## src/rtl/fetch_unit.sv

```systemverilog
// RV32I instruction-fetch stage: owns the PC, fetches one word, holds it for decode.
// Optional performance counters (fetch_cnt, stall_cnt) are built when FETCH_PERF_CNT_EN is defined.
module fetch_unit #(
  parameter logic [31:0] RESET_PC = 32'h0000_0000
) (
  input  logic        clk,
  input  logic        reset,
  output logic        imem_req,
  output logic [31:0] imem_addr,
  input  logic        imem_rvalid,
  input  logic [31:0] imem_rdata,
  output logic [31:0] instr,
  output logic        instr_valid,
  input  logic        instr_ready,
  output logic [31:0] pc,
  output logic [31:0] pc_plus4,
  input  logic [1:0]  pc_src,
  input  logic [31:0] imm_ext,
  input  logic [31:0] alu_result,
  output logic        fetch_fault
`ifdef FETCH_PERF_CNT_EN
  ,
  output logic [31:0] fetch_cnt,
  output logic [31:0] stall_cnt
`endif
);

  localparam logic [31:0] NOP = 32'h0000_0013;

  typedef enum logic [1:0] {S_RST, S_FETCH, S_HOLD, S_FAULT} state_t;

  state_t      state, state_nxt;
  logic [31:0] next_pc;
  logic        bad_target;
  logic        accept;

  assign imem_addr = pc;
  assign pc_plus4  = pc + 32'd4;
  assign accept    = (state == S_HOLD) && instr_ready;

  // JALR clears bit 0 before the alignment check, so only bit 1 can fault it.
  always_comb begin
    next_pc = pc_plus4;
    case (pc_src)
      2'b00: next_pc = pc_plus4;
      2'b01: next_pc = pc + imm_ext;
      2'b10: next_pc = {alu_result[31:1], 1'b0};
      2'b11: next_pc = pc;
    endcase
    bad_target = (next_pc[1:0] != 2'b00) || (pc_src == 2'b11);
  end

  always_ff @(posedge clk) begin
    if (reset) state <= S_RST;
    else       state <= state_nxt;
  end

  always_comb begin
    state_nxt   = state;
    imem_req    = 1'b0;
    instr_valid = 1'b0;
    fetch_fault = 1'b0;
    case (state)
      S_RST:   state_nxt = S_FETCH;
      S_FETCH: begin
        imem_req = 1'b1;
        if (imem_rvalid) state_nxt = S_HOLD;
      end
      S_HOLD: begin
        instr_valid = 1'b1;
        if (instr_ready) state_nxt = bad_target ? S_FAULT : S_FETCH;
      end
      S_FAULT: fetch_fault = 1'b1;
    endcase
  end

  always_ff @(posedge clk) begin
    if (reset) begin
      pc    <= RESET_PC;
      instr <= NOP;
    end else begin
      if ((state == S_FETCH) && imem_rvalid) instr <= imem_rdata;
      if (accept && !bad_target)             pc    <= next_pc;
    end
  end

`ifdef FETCH_PERF_CNT_EN
  always_ff @(posedge clk) begin
    if (reset) begin
      fetch_cnt <= 32'd0;
      stall_cnt <= 32'd0;
    end else begin
      if (accept && !bad_target) fetch_cnt <= fetch_cnt + 32'd1;
      if (((state == S_FETCH) && !imem_rvalid) || ((state == S_HOLD) && !instr_ready))
        stall_cnt <= stall_cnt + 32'd1;
    end
  end
`endif

endmodule

```

## config.mk

```make
export PLATFORM = sky130hd
export DESIGN_NAME = fetch_unit
export DESIGN_NICKNAME = d
export VERILOG_FILES = /design/src/rtl/fetch_unit.sv
export SDC_FILE = /design/constraint.sdc
export NUM_CORES = 1
export LEC_CHECK = 0
export ABC_CLOCK_PERIOD_IN_PS = 3600
export BUFFER_PORTS_ARGS = -buffer_cell sky130_fd_sc_hd__buf_4
export CAP_MARGIN = 30
export CORE_MARGIN = 5
export CORE_UTILIZATION = 45
export DETAILED_ROUTE_END_ITERATION = 10
export GPL_ROUTABILITY_DRIVEN = 0
export PLACE_DENSITY = 0.76
export SYNTH_ARGS = -nofsm -noshare
export SYNTH_HDL_FRONTEND = slang
export SYNTH_SLANG_ARGS = --single-unit
```

## constraint.sdc

```tcl
create_clock -name clk -period 3.6 [get_ports clk]
set_input_delay 0.36 -clock clk [delete_from_list [all_inputs] [get_ports clk]]
set_output_delay 0.36 -clock clk [all_outputs]
set_load 0.02 [all_outputs]
```

== After elaboration in Yosys (flattened, before gate mapping) ==
Cells that the tools add are included.
Word-level totals
  register bits after elaboration: 66
  output and inout bits: 131
  word-level logic and storage cells: 34
Cells by class
  $add $sub $neg: 2
  equality and inequality tests: 8
  multiplexer cells: 8
  bitwise gates (word level): 1
  reduce and logical (&&, ||, !) cells: 11
Operators by type and width (number)
  $pmux 32 s4: 1
  $add 32x3->32 const B: 1
  $add 32x32->32: 1
  $eq 2x2->1 const B: 4
  $mux 2: 3
  $pmux 2 s3: 1
  $eq 2x1->1 const B: 2
  $logic_not 2->1: 2
  $ne 2x2->1 const B: 2
  $logic_and 1x1->1: 3
  $mux 1: 3
  $reduce_and 3->1: 1
  $reduce_bool 3->1: 1
  $reduce_and 2->1: 1
  $reduce_bool 2->1: 1
  $logic_not 1->1: 1
  $logic_or 1x1->1: 1
  $not 1->1: 1

== Longest topological paths before layout ==
Gate-level depths: netlist (run 1).
  depth after elaboration: 7
  depth in mapped cells: 11
  depth with buffers taken out: 10

== Worst setup path before layout (run 1) ==
OpenSTA, ideal clock, no wires.
  path kind: register -> register
  start point: register pc[0] (netlist: imem_addr[0])
  end point: register pc[28] (netlist: imem_addr[28])
  arrival time: 2.566 ns
  data required time: 3.484 ns
  path slack: 0.918 ns
  cell stages (with the launch flop): 11
  period minus slack after synthesis: 2.682 ns
  cells stage by stage: dfxtp_1 > ha_1 > fa_1 > a21o_1 > a221o_2 > a41oi_2 > a2111oi_1 > a211oi_2 > xor2_1 > o221ai_1 > o211a_1
On the way
  word-level cells in the longest chain between the ends: 7
RTL lines
  start, declared: RTL line 15  | output logic [31:0] pc,
  start signal, assigned: RTL line 83  | if (accept && !bad_target) pc <= next_pc;
  $add 32x32->32 / $add 32x3->32 (equally long branches): RTL line 46, 38
  $pmux 32 s4 *: RTL line 44  | case (pc_src)
  $reduce_bool 2->1: RTL line 50  | bad_target = (next_pc[1:0] != 2'b00) || (pc_src == 2'b11);
  $logic_or 1x1->1: RTL line 50
  $logic_not 1->1: RTL line 83
  $logic_and 1x1->1: RTL line 83
  $reduce_and 2->1 (no line)
Every way passes the cells marked *; elsewhere a longest branch is shown, timed or not.
A chain may end at the register's enable or synchronous reset.

== Worst setup path in the final report (run 1) ==
  start point: register pc[13] (netlist: imem_addr[13])
  end point: output pc_plus4[26]
On the way
  word-level cells in the longest chain between the ends: 1
RTL lines
  $add 32x3->32: RTL line 38  | assign pc_plus4 = pc + 32'd4;
  end, declared: RTL line 16  | output logic [31:0] pc_plus4,
Every way passes these cells.

==> results of run 1 <==
-- registers in the layout, indices dropped and copies added (netlist names) --
signal and flops:
state 2, imem_addr 32, instr 32
-- Yosys cell counts (9+ instances only) --
library cell | n | area (um^2)
a211oi_1 | 9 | 67.6
nand3_1 | 25 | 125
ha_1 | 37 | 463
mux2i_1 | 22 | 220
buf_2 | 10 | 50.1
nand4_1 | 13 | 81.3
inv_1 | 10 | 37.5
o221ai_1 | 13 | 114
buf_4 | 35 | 263
xnor2_1 | 31 | 272
nor2_1 | 52 | 195
nand2_1 | 116 | 435
a21oi_1 | 78 | 390
dfxtp_1 | 66 | 1320
clkbuf_1 | 27 | 101
nor3_1 | 9 | 45.0
a21o_1 | 11 | 82.6
o21ai_0 | 50 | 250
xor2_1 | 24 | 210
-- power by group through the flow --
| stage | Sequential, mW | Combinational [mW] | Clock (mW) |
|---|---|---|---|
| after floorplan | 0.855 | 0.276 | 0 |
| after global placement | 0.816 | 0.532 | 0 |
| after detailed placement | 0.818 | 0.546 | 0 |
| after CTS | 0.802 | 0.550 | 0.930 |
| after global routing | 0.808 | 0.598 | 0.963 |
| final | 0.803 | 0.551 | 0.919 |
-- routing by layer --
layer | global-route usage, % | up-vias | wire length (um)
met5 | 0 | - | 0
met4 | 7.86 | 0 | 398
met3 | 5.71 | 33 | 1570
met2 | 42.1 | 255 | 9000
met1 | 32.4 | 2803 | 8110
li1 | - | 2968 | -
-- through the flow --
step                      area, um^2  util [%]  std cells  total power [mW]  hold slack (ns)
after detailed placement        7070      58.8       1046              1.36            0.448
after global routing            7370      61.4       1062              2.37            0.245
after global placement          7040      58.6       1045              1.35            0.443
after floorplan                 5500         -        736              1.13            0.484
after CTS                       7370      61.4       1062              2.28            0.230
final                           7370      61.4       1062              2.27            0.234
-- tightest hold or removal path, delay by kind of cell --
kind	cells	cell delay, ns
buffers and inverters	1	0.08
and+or+nand+nor	2	0.11
-- worst max path at each step --
stage	startpoint	to	depth (start not counted)
after global placement	imm_ext[0]	imem_addr[28]$_SDFFE_PP0P_	11
final	imem_addr[13]$_SDFFE_PP0P_	pc_plus4[26]	6
after detailed placement	imm_ext[0]	imem_addr[28]$_SDFFE_PP0P_	11
after CTS	imem_addr[2]$_SDFFE_PP0P_	pc_plus4[26]	6
after global routing	imem_addr[2]$_SDFFE_PP0P_	pc_plus4[26]	6
after floorplan	imem_addr[0]$_SDFFE_PP0P_	imem_addr[28]$_SDFFE_PP0P_	10
-- kinds of logic (layout without fill, tap and decap cells) --
family          after synthesis  count (layout)  share of synthesized area [%]
simple gates                253             253                           21.4
compound gates              215             215                           24.3
buf+inv                      87             266                           8.71
flops                        66              66                           24.0
xor+xnor                     55              55                           8.75
fa+ha+maj                    38              38                           8.77
mux                          22              22                           4.00
-- layout make-up --
type	instances	area (um^2)
Sequential cell	66	1320
Timing Repair Buffer	239	1810
Inverter	11	41.3
Clock inverter	7	77.6
Clock buffer	9	225
Multi-Input combinational cell	583	3710
Tap cell	147	184
Fill cell	1167	4640
==> results.tsv, run 1 <==
metric	value	unit
status	completed	
min_to	instr[0]$_SDFFE_PP1P_	
drt_iter0_markers	445	
layout_common_cells	238 x buf_4, 116 x nand2_1, 78 x a21oi_1	
hold_depth	3	
vias_per_cell	5.71	
r2r-start	imem_addr[0]$_SDFFE_PP0P_	
grt_use_total	25.2	%
drive_gt1_share	29.7	%
via_count	6059	
clkPwrFrac	40.4	%
seq_power_share	35.3	%
fin_nets	1050	
vdd_drop_max	0.197	mV
synth_area_per_cell	7.48	um^2
dr.pass1.iters	5	
root_buffer	clkbuf_16	
r2r_setup_slack	0.62	ns
grt_start_max_net_pins	55	
skew	0.00864	ns
io_buffer_count	231	
cts_setup_buffers	0	
ctsResizeCount	0	
start_util	45.8	%
design.core.area	0.0120	mm^2
synth_cells	736	
hold_path.startpoint	imem_rdata[0]	
worst_slew_pin_slew	0.782	ns
grt_pass1_wl	29900	um
pre_cts_ws	0.623	ns
max_freq	312	MHz
cp_slowest_stage_delay	0.65	ns
crit_slowest_cell	nor4_2	
insertion_delay	0.34	ns
crit_chain	and4_1, nand4_2, nor4_2, and3_1, xor2_1, buf_4	
postRouteAntennaNets	0	
numCtsBuffers	9	
final-hold-violation-count	0	
setup_viol	0	
area.growth.synth_to_final	33.9	%
finalSetupTns	0	ns
cap_violations	0	
grt_pass1_vias	5820	
period_minus_slack	3.20	ns
die_y	121	um
synth_seq_cells	66	
criticalPathCategory	reg -> out	
crit_buf_inv	1	
synth_edf_count	0	
overflow	0	
internal_power	1.55	mW
layout.cells.most_common	buf_4	
finalCritPeriodShare	89.0	%
cts_tree	built	
dp_hpwl	14300	um
drc	0	
synth.distinct_cells	68	
r2r_end	imem_addr[28]$_SDFFE_PP0P_	
ios	233	
r2r_cells	10	
wl	19100	um
yosysSeqAreaShare	24.0	%
critical-path-top-delay-family	simple AND/OR/NAND/NOR gates	
fin_ws	0.397	ns
maxSlewHeadroom	47.5	%
worstPathMaxFanout	9	
dieArea	0.0145	mm^2
pwr-share-comb	24.2	%
startpoint_type	flip-flop	
cts_buffer_depth	2	
end_kind	primary output	
p_per_area	309	mW/mm^2
syn-cell-area	0.00550	mm^2
async_reset_ff_share	0	%
worst_ep_required_time	3.24	ns
antenna_cells	0	
yosysWarnings	0	
swShare	31.6	%
antenna_found_initial	0	
h-tree-depth	3	
clk_pin_slew_worst_paths	0.06	ns
die_w	121	um
syn-num-nets	876	
p_switching	0.719	mW
worst_hold_path_type	in -> reg	
rsz0062_at_grt	no	
rows	40	
clkSinkCount	66	
leakage	3.42	nW
synth_ff_type	dfxtp_1	
arrival	2.84	ns
slew_viol_final	0	
wl_per_cell	18.0	um
ctsHoldBuffers	0	
No activity file was read; power rests on OpenSTA's default activity.
==> run 2, diff against run 1 <==
--- a/config.mk
+++ b/config.mk
@@ -9,10 +9,10 @@
 export BUFFER_PORTS_ARGS = -buffer_cell sky130_fd_sc_hd__buf_4
 export CAP_MARGIN = 30
 export CORE_MARGIN = 5
-export CORE_UTILIZATION = 45
+export CORE_UTILIZATION = 49
 export DETAILED_ROUTE_END_ITERATION = 10
 export GPL_ROUTABILITY_DRIVEN = 0
-export PLACE_DENSITY = 0.76
+export PLACE_DENSITY = 0.88
 export SYNTH_ARGS = -nofsm -noshare
 export SYNTH_HDL_FRONTEND = slang
 export SYNTH_SLANG_ARGS = --single-unit
==> results.tsv, run 2 (synthesis gave the netlist of run 1 again) <==
metric	value	unit	change
ctsHoldBuffers	0		unchanged
ios	233		unchanged
r2r-start	imem_addr[0]$_SDFFE_PP0P_		
grt_start_max_net_pins	55		unchanged
fin_ws	0.582	ns	+0.185 ns
worst_ep_required_time	3.83	ns	+0.59 ns
pwr-share-comb	24.7	%	+0.5 points
finalHoldWorstSlack	0.247	ns	+0.0127 ns
layout_common_cells	239 x buf_4, 116 x nand2_1, 78 x a21oi_1		
cap_violations	0		unchanged
io_buffer_count	231		unchanged
insertion_delay	0.34	ns	about the same
die_w	116	um	-3.8%
final_area	0.00740	mm^2	+0.36%
m1WireLength	7530	um	-7.2%
wl	18800	um	-1.3%
pre_cts_ws	0.625	ns	+0.00213 ns
clkPwrFrac	39.9	%	-0.5 points
dieArea	0.0135	mm^2	-7.5%
final-hold-violation-count	0		unchanged
leakage	3.43	nW	+0.16%
design.core.area	0.0109	mm^2	-9.0%
area.growth.synth_to_final	34.4	%	
wl_met3	1720	um	+9.6%
slew_viol_final	0		unchanged
layout.cells.most_common	buf_4		
antenna_cells	0		unchanged
die_y	116	um	-3.8%
status	completed		
wl_per_cell	17.8	um	-0.81%
drc	0		unchanged
worst_slew_pin_slew	0.670	ns	-0.112 ns
overflow	0		unchanged
cts_buffer_depth	2		unchanged
placed_area	0.00709	mm^2	+0.37%
antenna_found_initial	0		unchanged
end_kind	flip-flop		
worstPathMaxFanout	6		-3
root_buffer	clkbuf_16		
cts_setup_buffers	0		unchanged
clk_pin_slew_worst_paths	0.06	ns	about the same
arrival	3.25	ns	+0.41 ns
finalCritPeriodShare	83.8	%	-5.1 points
fin_total_pwr	2.27	mW	-0.36%
drive_gt1_share	29.9	%	+0.15 points
seq_power_share	35.4	%	about the same
routed.top_layer	met4		
via_count	6188		+2.1%
grt_pass1_wl	29100	um	-2.6%
vias_per_cell	5.85		+2.6%
fin_nets	1052		+0.19%
p_per_area	306	mW/mm^2	-0.71%
clkSinkCount	66		unchanged
rsz0062_at_grt	no		
start_util	50.3	%	+4.5 points
setup_viol	0		unchanged
period_minus_slack	3.02	ns	-0.185 ns
max_freq	331	MHz	+6.1%
worst_hold_path_type	in -> reg		
grt_pass1_vias	5835		+0.26%
vdd_drop_max	0.288	mV	+46%
rows	38		-5.0%
skew	0.00877	ns	+0.000136 ns
dr.pass1.iters	5		unchanged
swShare	31.2	%	-0.40 points
maxSlewHeadroom	54.7	%	+7.3 points
criticalPathCategory	reg -> reg		
r2r_cells	10		unchanged
crit_path_end	imem_addr[28]$_SDFFE_PP0P_		
h-tree-depth	3		unchanged
internal_power	1.56	mW	+0.22%
wl_met2	9000	um	about the same
r2r_setup_slack	0.58	ns	-0.04 ns
postRouteAntennaNets	0		unchanged
p_switching	0.707	mW	-1.6%
ctsResizeCount	0		unchanged
numCtsBuffers	9		unchanged
finalSetupTns	0	ns	unchanged
r2r_end	imem_addr[28]$_SDFFE_PP0P_		
startpoint_type	flip-flop		
dp_hpwl	14200	um	about the same
cp-startpoint	imem_addr[0]$_SDFFE_PP0P_		
grt_use_total	27.0	%	+1.8 points
drt_iter0_markers	541		+22%
cts_tree	built		
[run 2: cell count changes in the layout (fill, tap and decap cells not counted)]
cell,previous run,this run
clkinv_4,2,1
clkinv_2,1,0
clkinvlp_4,1,4
buf_16,1,2
inv_6,2,1
buf_4,238,239
[run 2: critical path, stage by stage (launching register included)]
cell and delay, ns:
dfxtp_1 0.37, ha_1 0.28, fa_1 0.41, a21o_1 0.19, a221o_2 0.39, a41oi_2 0.32, a2111oi_1 0.18, a211oi_2 0.26
xor2_1 0.22, o221ai_1 0.14, o211a_1 0.16
[run 2: power by group through the flow]
stage	Clock [mW]	Sequential [mW]	Combinational [mW]
floorplan	0	0.855	0.276
global placement	0	0.815	0.526
detailed placement	0	0.817	0.551
CTS	0.912	0.801	0.557
global route	0.950	0.806	0.605
finish	0.905	0.802	0.559
[run 2: per-stage QoR]
| stage | cells | util (%) |
|---|---|---|
| after floorplan | 736 | - |
| after global placement | 1039 | 64.4 |
| after detailed placement | 1041 | 64.9 |
| after CTS | 1057 | 67.6 |
| after global routing | 1057 | 67.6 |
| final | 1057 | 67.6 |
[run 2: cell type report]
type / instances / area [um^2]
multi-input combinational: 583 / 3710
fill: 970 / 3540
timing repair buffer: 241 / 1850
sequential: 66 / 1320
clock buffer: 9 / 225
tap: 140 / 175
clock inverter: 7 / 77.6
inverter: 11 / 41.3
[run 2: metal layers]
metal  vias up  track usage [%]
li1       2960                -
met1      2877             33.6
met2       305             44.6
met3        46             7.31
met4         0             10.4
met5         -                0
[run 2: how the worst min path moves through the flow]
stage,from,to,slack [ns],depth (start not counted)
after global placement,instr[18]$_SDFFE_PP0P_,instr[18]$_SDFFE_PP0P_,0.44,2
final,imem_rdata[1],instr[1]$_SDFFE_PP1P_,0.25,3
after floorplan,imem_rdata[0],instr[0]$_SDFFE_PP1P_,0.48,2
after CTS,imem_rdata[0],instr[0]$_SDFFE_PP1P_,0.24,3
after detailed placement,instr[27]$_SDFFE_PP0P_,instr[27]$_SDFFE_PP0P_,0.45,2
after global routing,imem_rdata[4],instr[4]$_SDFFE_PP1P_,0.25,3
